===== src/rtl/msx_rom_mapper_detect_if.sv =====
// ioctl download bus plus the ROM description produced by the mapper detector.
// The master side streams the image and consumes the result; the slave side is the detector.
interface msx_rom_mapper_detect_if;
    logic        ioctl_download;
    logic        ioctl_wr;
    logic [24:0] ioctl_addr;
    logic [7:0]  ioctl_dout;
    logic [24:0] rom_size;
    logic [5:0]  rom_mapper;
    logic        loaded;
    logic        busy;

    modport master (
        output ioctl_download, ioctl_wr, ioctl_addr, ioctl_dout,
        input  rom_size, rom_mapper, loaded, busy
    );

    modport slave (
        input  ioctl_download, ioctl_wr, ioctl_addr, ioctl_dout,
        output rom_size, rom_mapper, loaded, busy
    );
endinterface


===== src/rtl/msx_rom_mapper_detect.sv =====
// MSX cartridge mapper detector.
// Watches the ioctl download of a ROM image, tracks its length and counts
// "LD (nn),A" stores to the bank-switch addresses of the common mappers.
// When the download ends, it picks the most plausible mapper and holds the
// result (with loaded=1) until the next download begins.
module msx_rom_mapper_detect #(
    parameter int          CNT_W      = 16,
    parameter logic [24:0] LINEAR_MAX = 25'h10000
) (
    input  logic                   clk,
    input  logic                   reset_n,
    msx_rom_mapper_detect_if.slave bus
);

    typedef enum logic [1:0] {
        ST_IDLE,
        ST_SCAN,
        ST_DECIDE,
        ST_DONE
    } state_t;

    localparam logic [5:0] MAPPER_NO_UNKNOWN = 6'd0;
    localparam logic [5:0] MAPPER_ASCII8     = 6'd1;
    localparam logic [5:0] MAPPER_ASCII16    = 6'd2;
    localparam logic [5:0] MAPPER_KONAMI     = 6'd3;
    localparam logic [5:0] MAPPER_KONAMI_SCC = 6'd4;
    localparam logic [5:0] MAPPER_LINEAR     = 6'd6;

    localparam logic [7:0]       OP_LD_NN_A = 8'h32;
    localparam logic [CNT_W-1:0] CNT_MAX    = '1;

    state_t state;
    logic   dl_prev;
    logic   dl_rise;
    logic   dl_fall;
    logic   scan_enter;

    logic [24:0] size_q;
    logic [5:0]  mapper_q;
    logic        loaded_q;
    logic        busy_q;

    // Window: op byte, lo byte, fill level and the address the next byte must have.
    logic [7:0]  win_op;
    logic [7:0]  win_lo;
    logic [1:0]  win_cnt;
    logic [24:0] next_addr;

    logic        wr_accept;
    logic [24:0] addr_plus1;
    logic [1:0]  eff_cnt;
    logic        win_match;
    logic [15:0] nn;

    logic dec_scc, dec_kon, dec_a8, dec_a16;
    logic hit_scc, hit_kon, hit_a8, hit_a16;

    logic [CNT_W-1:0] cnt_scc, cnt_kon, cnt_a8, cnt_a16;

    logic [CNT_W-1:0] best_cnt;
    logic [5:0]       best_code;
    logic [5:0]       decided_mapper;

    function automatic logic [CNT_W-1:0] sat_inc(input logic [CNT_W-1:0] value, input logic en);
        if (en && (value != CNT_MAX)) begin
            return value + 1'b1;
        end
        return value;
    endfunction

    assign dl_rise    = bus.ioctl_download & ~dl_prev;
    assign dl_fall    = ~bus.ioctl_download & dl_prev;
    assign scan_enter = dl_rise && (state != ST_SCAN);

    // Classify the incoming write against the window contents.
    always_comb begin
        wr_accept  = (state == ST_SCAN) && bus.ioctl_download && bus.ioctl_wr;
        addr_plus1 = bus.ioctl_addr + 25'd1;
        eff_cnt    = (bus.ioctl_addr == next_addr) ? win_cnt : 2'd0;
        win_match  = (eff_cnt == 2'd2) && (win_op == OP_LD_NN_A);
        nn         = {bus.ioctl_dout, win_lo};
    end

    // Map a store target address onto the mappers that use it as a bank register.
    always_comb begin
        dec_scc = 1'b0;
        dec_kon = 1'b0;
        dec_a8  = 1'b0;
        dec_a16 = 1'b0;
        case (nn)
            16'h5000, 16'h9000, 16'hB000: dec_scc = 1'b1;
            16'h4000, 16'h8000, 16'hA000: dec_kon = 1'b1;
            16'h6800, 16'h7800:           dec_a8  = 1'b1;
            16'h77FF:                     dec_a16 = 1'b1;
            16'h6000: begin
                dec_kon = 1'b1;
                dec_a8  = 1'b1;
                dec_a16 = 1'b1;
            end
            16'h7000: begin
                dec_scc = 1'b1;
                dec_a8  = 1'b1;
                dec_a16 = 1'b1;
            end
            default: ;
        endcase
    end

    // Shift image bytes through the window and flag a completed bank-switch store.
    always_ff @(posedge clk or negedge reset_n) begin
        if (!reset_n) begin
            win_op    <= 8'h00;
            win_lo    <= 8'h00;
            win_cnt   <= 2'd0;
            next_addr <= 25'd0;
            hit_scc   <= 1'b0;
            hit_kon   <= 1'b0;
            hit_a8    <= 1'b0;
            hit_a16   <= 1'b0;
        end else if (scan_enter) begin
            win_op    <= 8'h00;
            win_lo    <= 8'h00;
            win_cnt   <= 2'd0;
            next_addr <= 25'd0;
            hit_scc   <= 1'b0;
            hit_kon   <= 1'b0;
            hit_a8    <= 1'b0;
            hit_a16   <= 1'b0;
        end else begin
            hit_scc <= wr_accept && win_match && dec_scc;
            hit_kon <= wr_accept && win_match && dec_kon;
            hit_a8  <= wr_accept && win_match && dec_a8;
            hit_a16 <= wr_accept && win_match && dec_a16;
            if (wr_accept) begin
                next_addr <= addr_plus1;
                if (win_match) begin
                    win_cnt <= 2'd0;
                end else begin
                    case (eff_cnt)
                        2'd0: begin
                            win_op  <= bus.ioctl_dout;
                            win_cnt <= 2'd1;
                        end
                        2'd1: begin
                            win_lo  <= bus.ioctl_dout;
                            win_cnt <= 2'd2;
                        end
                        default: begin
                            win_op <= win_lo;
                            win_lo <= bus.ioctl_dout;
                        end
                    endcase
                end
            end
        end
    end

    // Saturating pattern counters, bumped the cycle after a matching store completes.
    always_ff @(posedge clk or negedge reset_n) begin
        if (!reset_n) begin
            cnt_scc <= '0;
            cnt_kon <= '0;
            cnt_a8  <= '0;
            cnt_a16 <= '0;
        end else if (scan_enter) begin
            cnt_scc <= '0;
            cnt_kon <= '0;
            cnt_a8  <= '0;
            cnt_a16 <= '0;
        end else begin
            cnt_scc <= sat_inc(cnt_scc, hit_scc);
            cnt_kon <= sat_inc(cnt_kon, hit_kon);
            cnt_a8  <= sat_inc(cnt_a8,  hit_a8);
            cnt_a16 <= sat_inc(cnt_a16, hit_a16);
        end
    end

    // Pick the mapper: small images are linear, otherwise the strongest counter wins with SCC > KON > A8 > A16 on ties.
    always_comb begin
        best_cnt  = cnt_scc;
        best_code = MAPPER_KONAMI_SCC;
        if (cnt_kon > best_cnt) begin
            best_cnt  = cnt_kon;
            best_code = MAPPER_KONAMI;
        end
        if (cnt_a8 > best_cnt) begin
            best_cnt  = cnt_a8;
            best_code = MAPPER_ASCII8;
        end
        if (cnt_a16 > best_cnt) begin
            best_cnt  = cnt_a16;
            best_code = MAPPER_ASCII16;
        end
        if (size_q <= LINEAR_MAX) begin
            decided_mapper = MAPPER_LINEAR;
        end else if (best_cnt == '0) begin
            decided_mapper = MAPPER_NO_UNKNOWN;
        end else begin
            decided_mapper = best_code;
        end
    end

    // Download sequencing, image sizing and the registered result outputs.
    always_ff @(posedge clk or negedge reset_n) begin
        if (!reset_n) begin
            state    <= ST_IDLE;
            dl_prev  <= 1'b0;
            size_q   <= 25'd0;
            mapper_q <= MAPPER_NO_UNKNOWN;
            loaded_q <= 1'b0;
            busy_q   <= 1'b0;
        end else begin
            dl_prev <= bus.ioctl_download;
            case (state)
                ST_IDLE, ST_DONE: begin
                    if (dl_rise) begin
                        state    <= ST_SCAN;
                        size_q   <= 25'd0;
                        loaded_q <= 1'b0;
                        busy_q   <= 1'b1;
                    end
                end
                ST_SCAN: begin
                    if (wr_accept && (addr_plus1 > size_q)) begin
                        size_q <= addr_plus1;
                    end
                    if (dl_fall) begin
                        state <= ST_DECIDE;
                    end
                end
                ST_DECIDE: begin
                    if (dl_rise) begin
                        state    <= ST_SCAN;
                        size_q   <= 25'd0;
                        loaded_q <= 1'b0;
                        busy_q   <= 1'b1;
                    end else begin
                        state    <= ST_DONE;
                        mapper_q <= decided_mapper;
                        loaded_q <= 1'b1;
                        busy_q   <= 1'b0;
                    end
                end
                default: state <= ST_IDLE;
            endcase
        end
    end

    assign bus.rom_size   = size_q;
    assign bus.rom_mapper = mapper_q;
    assign bus.loaded     = loaded_q;
    assign bus.busy       = busy_q;

endmodule

===== src/flat_wrapper.sv =====
// flat-port wrapper written by rule: the top's interface ports become plain ports
module msx_rom_mapper_detect_flat 
#(
    parameter int          CNT_W      = 16,
    parameter logic [24:0] LINEAR_MAX = 25'h10000
)
  (clk, reset_n, bus_ioctl_download, bus_ioctl_wr, bus_ioctl_addr, bus_ioctl_dout, bus_rom_size, bus_rom_mapper, bus_loaded, bus_busy);
  msx_rom_mapper_detect_if bus_i ();
  input  logic clk;
  input  logic reset_n;
  input wire logic [$bits(bus_i.ioctl_download)-1:0] bus_ioctl_download;
  input wire logic [$bits(bus_i.ioctl_wr)-1:0] bus_ioctl_wr;
  input wire logic [$bits(bus_i.ioctl_addr)-1:0] bus_ioctl_addr;
  input wire logic [$bits(bus_i.ioctl_dout)-1:0] bus_ioctl_dout;
  output wire logic [$bits(bus_i.rom_size)-1:0] bus_rom_size;
  output wire logic [$bits(bus_i.rom_mapper)-1:0] bus_rom_mapper;
  output wire logic [$bits(bus_i.loaded)-1:0] bus_loaded;
  output wire logic [$bits(bus_i.busy)-1:0] bus_busy;
  assign bus_i.ioctl_download = bus_ioctl_download;
  assign bus_i.ioctl_wr = bus_ioctl_wr;
  assign bus_i.ioctl_addr = bus_ioctl_addr;
  assign bus_i.ioctl_dout = bus_ioctl_dout;
  assign bus_rom_size = bus_i.rom_size;
  assign bus_rom_mapper = bus_i.rom_mapper;
  assign bus_loaded = bus_i.loaded;
  assign bus_busy = bus_i.busy;
  msx_rom_mapper_detect #(.CNT_W(CNT_W), .LINEAR_MAX(LINEAR_MAX)) u_core (.clk(clk), .reset_n(reset_n), .bus(bus_i));
endmodule

===== config.mk =====
export PLATFORM = sky130hd
export DESIGN_NAME = msx_rom_mapper_detect_flat
export DESIGN_NICKNAME = d
export VERILOG_FILES = /design/src/rtl/msx_rom_mapper_detect_if.sv /design/src/rtl/msx_rom_mapper_detect.sv /design/src/flat_wrapper.sv
export SDC_FILE = /design/constraint.sdc
export NUM_CORES = 1
export LEC_CHECK = 0
export BUFFER_PORTS_ARGS = -buffer_cell sky130_fd_sc_hd__buf_2
export CAP_MARGIN = 20
export CORE_MARGIN = 2
export CORE_UTILIZATION = 56
export CTS_CLUSTER_DIAMETER = 30
export DETAILED_ROUTE_END_ITERATION = 16
export PLACE_DENSITY_LB_ADDON = 0.08
export SLEW_MARGIN = 20
export SYNTH_ARGS = -nofsm -noshare
export SYNTH_HDL_FRONTEND = slang
export SYNTH_SLANG_ARGS = --single-unit

===== constraint.sdc =====
create_clock -name clk -period 6.4 [get_ports clk]
set_input_delay 0.32 -clock clk [delete_from_list [all_inputs] [get_ports clk]]
set_output_delay 0.32 -clock clk [all_outputs]
set_load 0.05 [all_outputs]

==> results summary <==
The average cell area after synthesis is 8.62 um2. From synthesis to final layout, the design area changed by 20.3%. For this design the static power due to leakage is 5.52 nW. The detailed-route via count is 8386.

Cells with a size suffix above 1 make up 17.2% of the layout. The met1 global-route usage is 37.2%. The depth of the CTS H-tree is 4.

The placed instance area came out at 10400 um2. The global routing stage identified its most utilized layer as met2. The internal power is 0.00202 W. The placed wire-length estimate after detailed placement came out at 17600 um. The worst stage delay on the critical path is 410 ps. The deepest clock path buffer count came out at 2. The first-pass GRT wire length is 39600 um.

dfrtp_1 is the most common cell in the netlist. The run finished with clean final reports. The maximum net fanout on the critical path is 6.

The total power draw is 0.00329 W. The area used by sequential logic in the layout came out at 3600 um2. The multi-input combinational cells in the finished layout cover a total of 5640 um2. The total net switching power came out at 0.00127 W.

The initial antenna violation count came to 0. Data on the critical path is required at its endpoint by 6710 ps. The max-slew violation count is 0. Dividing total power by cell area gives a power density of 288 nW/um2.

The critical path is of the reg2reg type. The post-route cell area came out at 11400 um2. The number of nets in the layout is 1342.

The total routing usage reported by global routing is 27.6%. The I/O pin total came out at 70. Of all cell types, the one taking the most synthesized area is dfrtp_1.

The via count of the first global-routing pass came out at 7927. The tree is rooted in a clkbuf_16. The number of buffer cells added on primary ports came out at 66. The insertion delay to the later sink of the worst-skew pair came out at 430 ps. On the final layout, the worst clock skew is 9.49 ps.

Headroom to the max-slew limit came out at 36.9%. Global routing consumed, on the met2 layer, 45.0% of the routing resources. The fraction of synthesized cell area taken by the top area cell type is 38.0%. The die span in y is 134 um.

STA puts the critical path data arrival time at 6660 ps. The summed instance area of the synthesized netlist is 9490 um2. By area the synthesized netlist is led by dfrtp_1 38%, ha_1 11%, nand2_1 5.1%, xnor2_1 4.3%, xor2_1 4.3%. The tree built by TritonCTS fans out to 144 sinks. The maximum clock frequency is 157 MHz.

The cell that appears most often on the critical path is a221o_1. The number of flops mapped to enable cells by yosys is 0. The peak supply drop is 0.000252 V. The final weighted congestion in routability-driven placement is 0.922. After synthesis, the netlist uses 57 different library cells. The sequential element share of the synthesized area is 38.0%.

The number of failing setup endpoints in the final timing report is 0. STA classifies the critical path startpoint as a flip-flop. The routed via count divided by cell count came out at 5.75. The share of total power consumed by net switching came out at 38.7%. The kind of cell adding the most delay to the critical path is compound AO/OA/AOI/OAI gates. The clock transition at the registers of the reported paths came out at 60 ps. In the global route stage, met3 resource usage came out at 6.42%.

The number of placement rows came out at 47. The area enclosed by the die boundary is 18000 um2. The initial detailed-routing violation count came out at 616. The shortest period the worst path allows is 6350 ps. Sequential cells burn 37.5% of the power. The register bit count reported by yosys is 144. For this run, asynchronously set or reset flops after synthesis account for 100%. STA classifies the critical path endpoint as a flip-flop. The starting density of the core came out at 57.3%.

The total iterations of the first detailed-routing run came out at 5. The final number of hold-violating endpoints was 0. The measured slew at the worst slew-check pin came out at 943 ps. In the synthesized netlist, the cells that appear most often are 144 x dfrtp_1, 128 x nand2_1, 107 x nor2_1. Setup repair after global routing could not meet its margin everywhere. The share of total power dissipated in the clock network is 29.8%.

The number of antenna diodes in the final layout is 0. The final total negative setup slack is 0 ps. The tightest min-delay check is of the in2reg type. The clock buffer count from CTS is 17. The pin count of the biggest net entering global routing came out at 80. The post-route fraction of the period consumed by the critical path is 99.3%. The most common flop cell mapped by yosys is dfrtp_1. The DRC violation count after routing is 0. The share of total power in combinational logic came out at 32.7%. The sum of buffers and inverters on the critical path came out at 5. The overall die width came out at 134 um. Synthesis handed over a netlist of 1101 instances. The number of maximum-capacitance violations is 0. TritonCTS built the clock tree. The number of synthesis warnings is 0.

The total of fill cells in the finished design came out at 1395. The detail route stage leaves a number of antenna-violating nets equal to 0. The total wirelength of the detailed-routed design is 24800 um.

Summed over all layers, the global routing overflow is 0. The area inside the core boundary came out at 16600 um2. Among all stages on the critical path, the largest delay is contributed by a221o_1. The routed length per instance came out at 17.0 um.
[layout by cell type (no fill, tap or decap), drive strengths merged, types with 10 or more instances in the layout]
master and count:
nor3 23, nor2 107, nand4 37, nand3 45
mux2i 36, o21ai 73, xnor2 47, nor4 32
inv 102, a21o 10, ha 80, nand2 128
clkbuf 21, o31ai 12, dfrtp 144, and3 12
xor2 47, a21oi 54, buf 134, or3 13
[metal layers]
metal / wire length [um] / vias up
met4: 467 / 0
met1: 11200 / 4071
met2: 11900 / 193
li1: - / 4090
met3: 1230 / 32
met5: 0 / -
[cells by family after synthesis]
family,synth area share [%]
compound gates,12.3
xor+xnor,8.67
fa+ha+maj,10.5
buf+inv,5.36
flops,38.0
mux,4.27
other cells,0.0395
simple gates,20.9
[repair_timing]
action | 4_1_cts | 5_1_grt
pin swaps | 6 | 31
hold buffers | 1 | 0
endpoints found under the hold margin | 75 | 0
cloned | 1 | 2
setup buffers | 2 | 13
setup endpoints to repair | 2 | 3
gates resized for setup | 4 | 49
[area by class of cell]
class,instances,area share [%]
tap,220,2.41
inverter,97,3.19
clock inverter,13,1.12
multi-input combinational,828,49.4
timing repair buffer,137,8.40
clock buffer,19,3.97
sequential,144,31.6
[final timing paths]
path / startpoint / slack (ps) / depth (start not counted) / to
worst max-delay path: u_core.cnt_scc[15] / 50 / 30 / u_core.bus.rom_mapper[1]
worst min-delay path: bus_ioctl_download / 90 / 1 / u_core.dl_prev
worst max register to register: u_core.cnt_scc[15] / 50 / 30 / u_core.bus.rom_mapper[1]
worst min register to register: u_core.win_op[1] / 480 / 2 / u_core.win_op[1]
max in group asynchronous: reset_n / 4510 / 3 / u_core.bus.rom_mapper[0]
min in group asynchronous: reset_n / 500 / 2 / u_core.cnt_a8[0]
[metrics by stage]
step | hold slack [ps] | worst slack, ps | std cells | utilization, %
finish | 94.8 | 45.4 | 1458 | 68.9
detailed placement | 398 | -188 | 1407 | 62.7
global placement | 398 | 64.0 | 1407 | 62.7
floorplan | 24.4 | 30.0 | 1103 | -
global route | 91.6 | -258 | 1458 | 68.9
CTS | 86.5 | 10.7 | 1443 | 66.7
[power groups by stage]
stage | Clock, W | Sequential (W) | Combinational, W
final | 0.000981 | 0.00123 | 0.00108
after global routing | 0.00104 | 0.00125 | 0.00119
after CTS | 0.000998 | 0.00123 | 0.00106
after detailed placement | 0 | 0.00124 | 0.00104
after global placement | 0 | 0.00124 | 0.00102
after floorplan | 0 | 0.00144 | 0.000543
[flip-flops by register name, summed over array words and instances, names as in the netlist]
signal	flops
u_core.win_op	8
u_core.hit_a16	1
u_core.dl_prev	1
u_core.cnt_scc	16
u_core.cnt_kon	16
u_core.bus.rom_size	25
u_core.next_addr	25
u_core.hit_scc	1
u_core.hit_a8	1
u_core.bus.loaded	1
u_core.bus.rom_mapper	3
u_core.win_cnt	2
u_core.bus.busy	1
u_core.state	2
u_core.cnt_a16	16
u_core.win_lo	8
u_core.hit_kon	1
u_core.cnt_a8	16
Power figures use the tool's default switching activity.
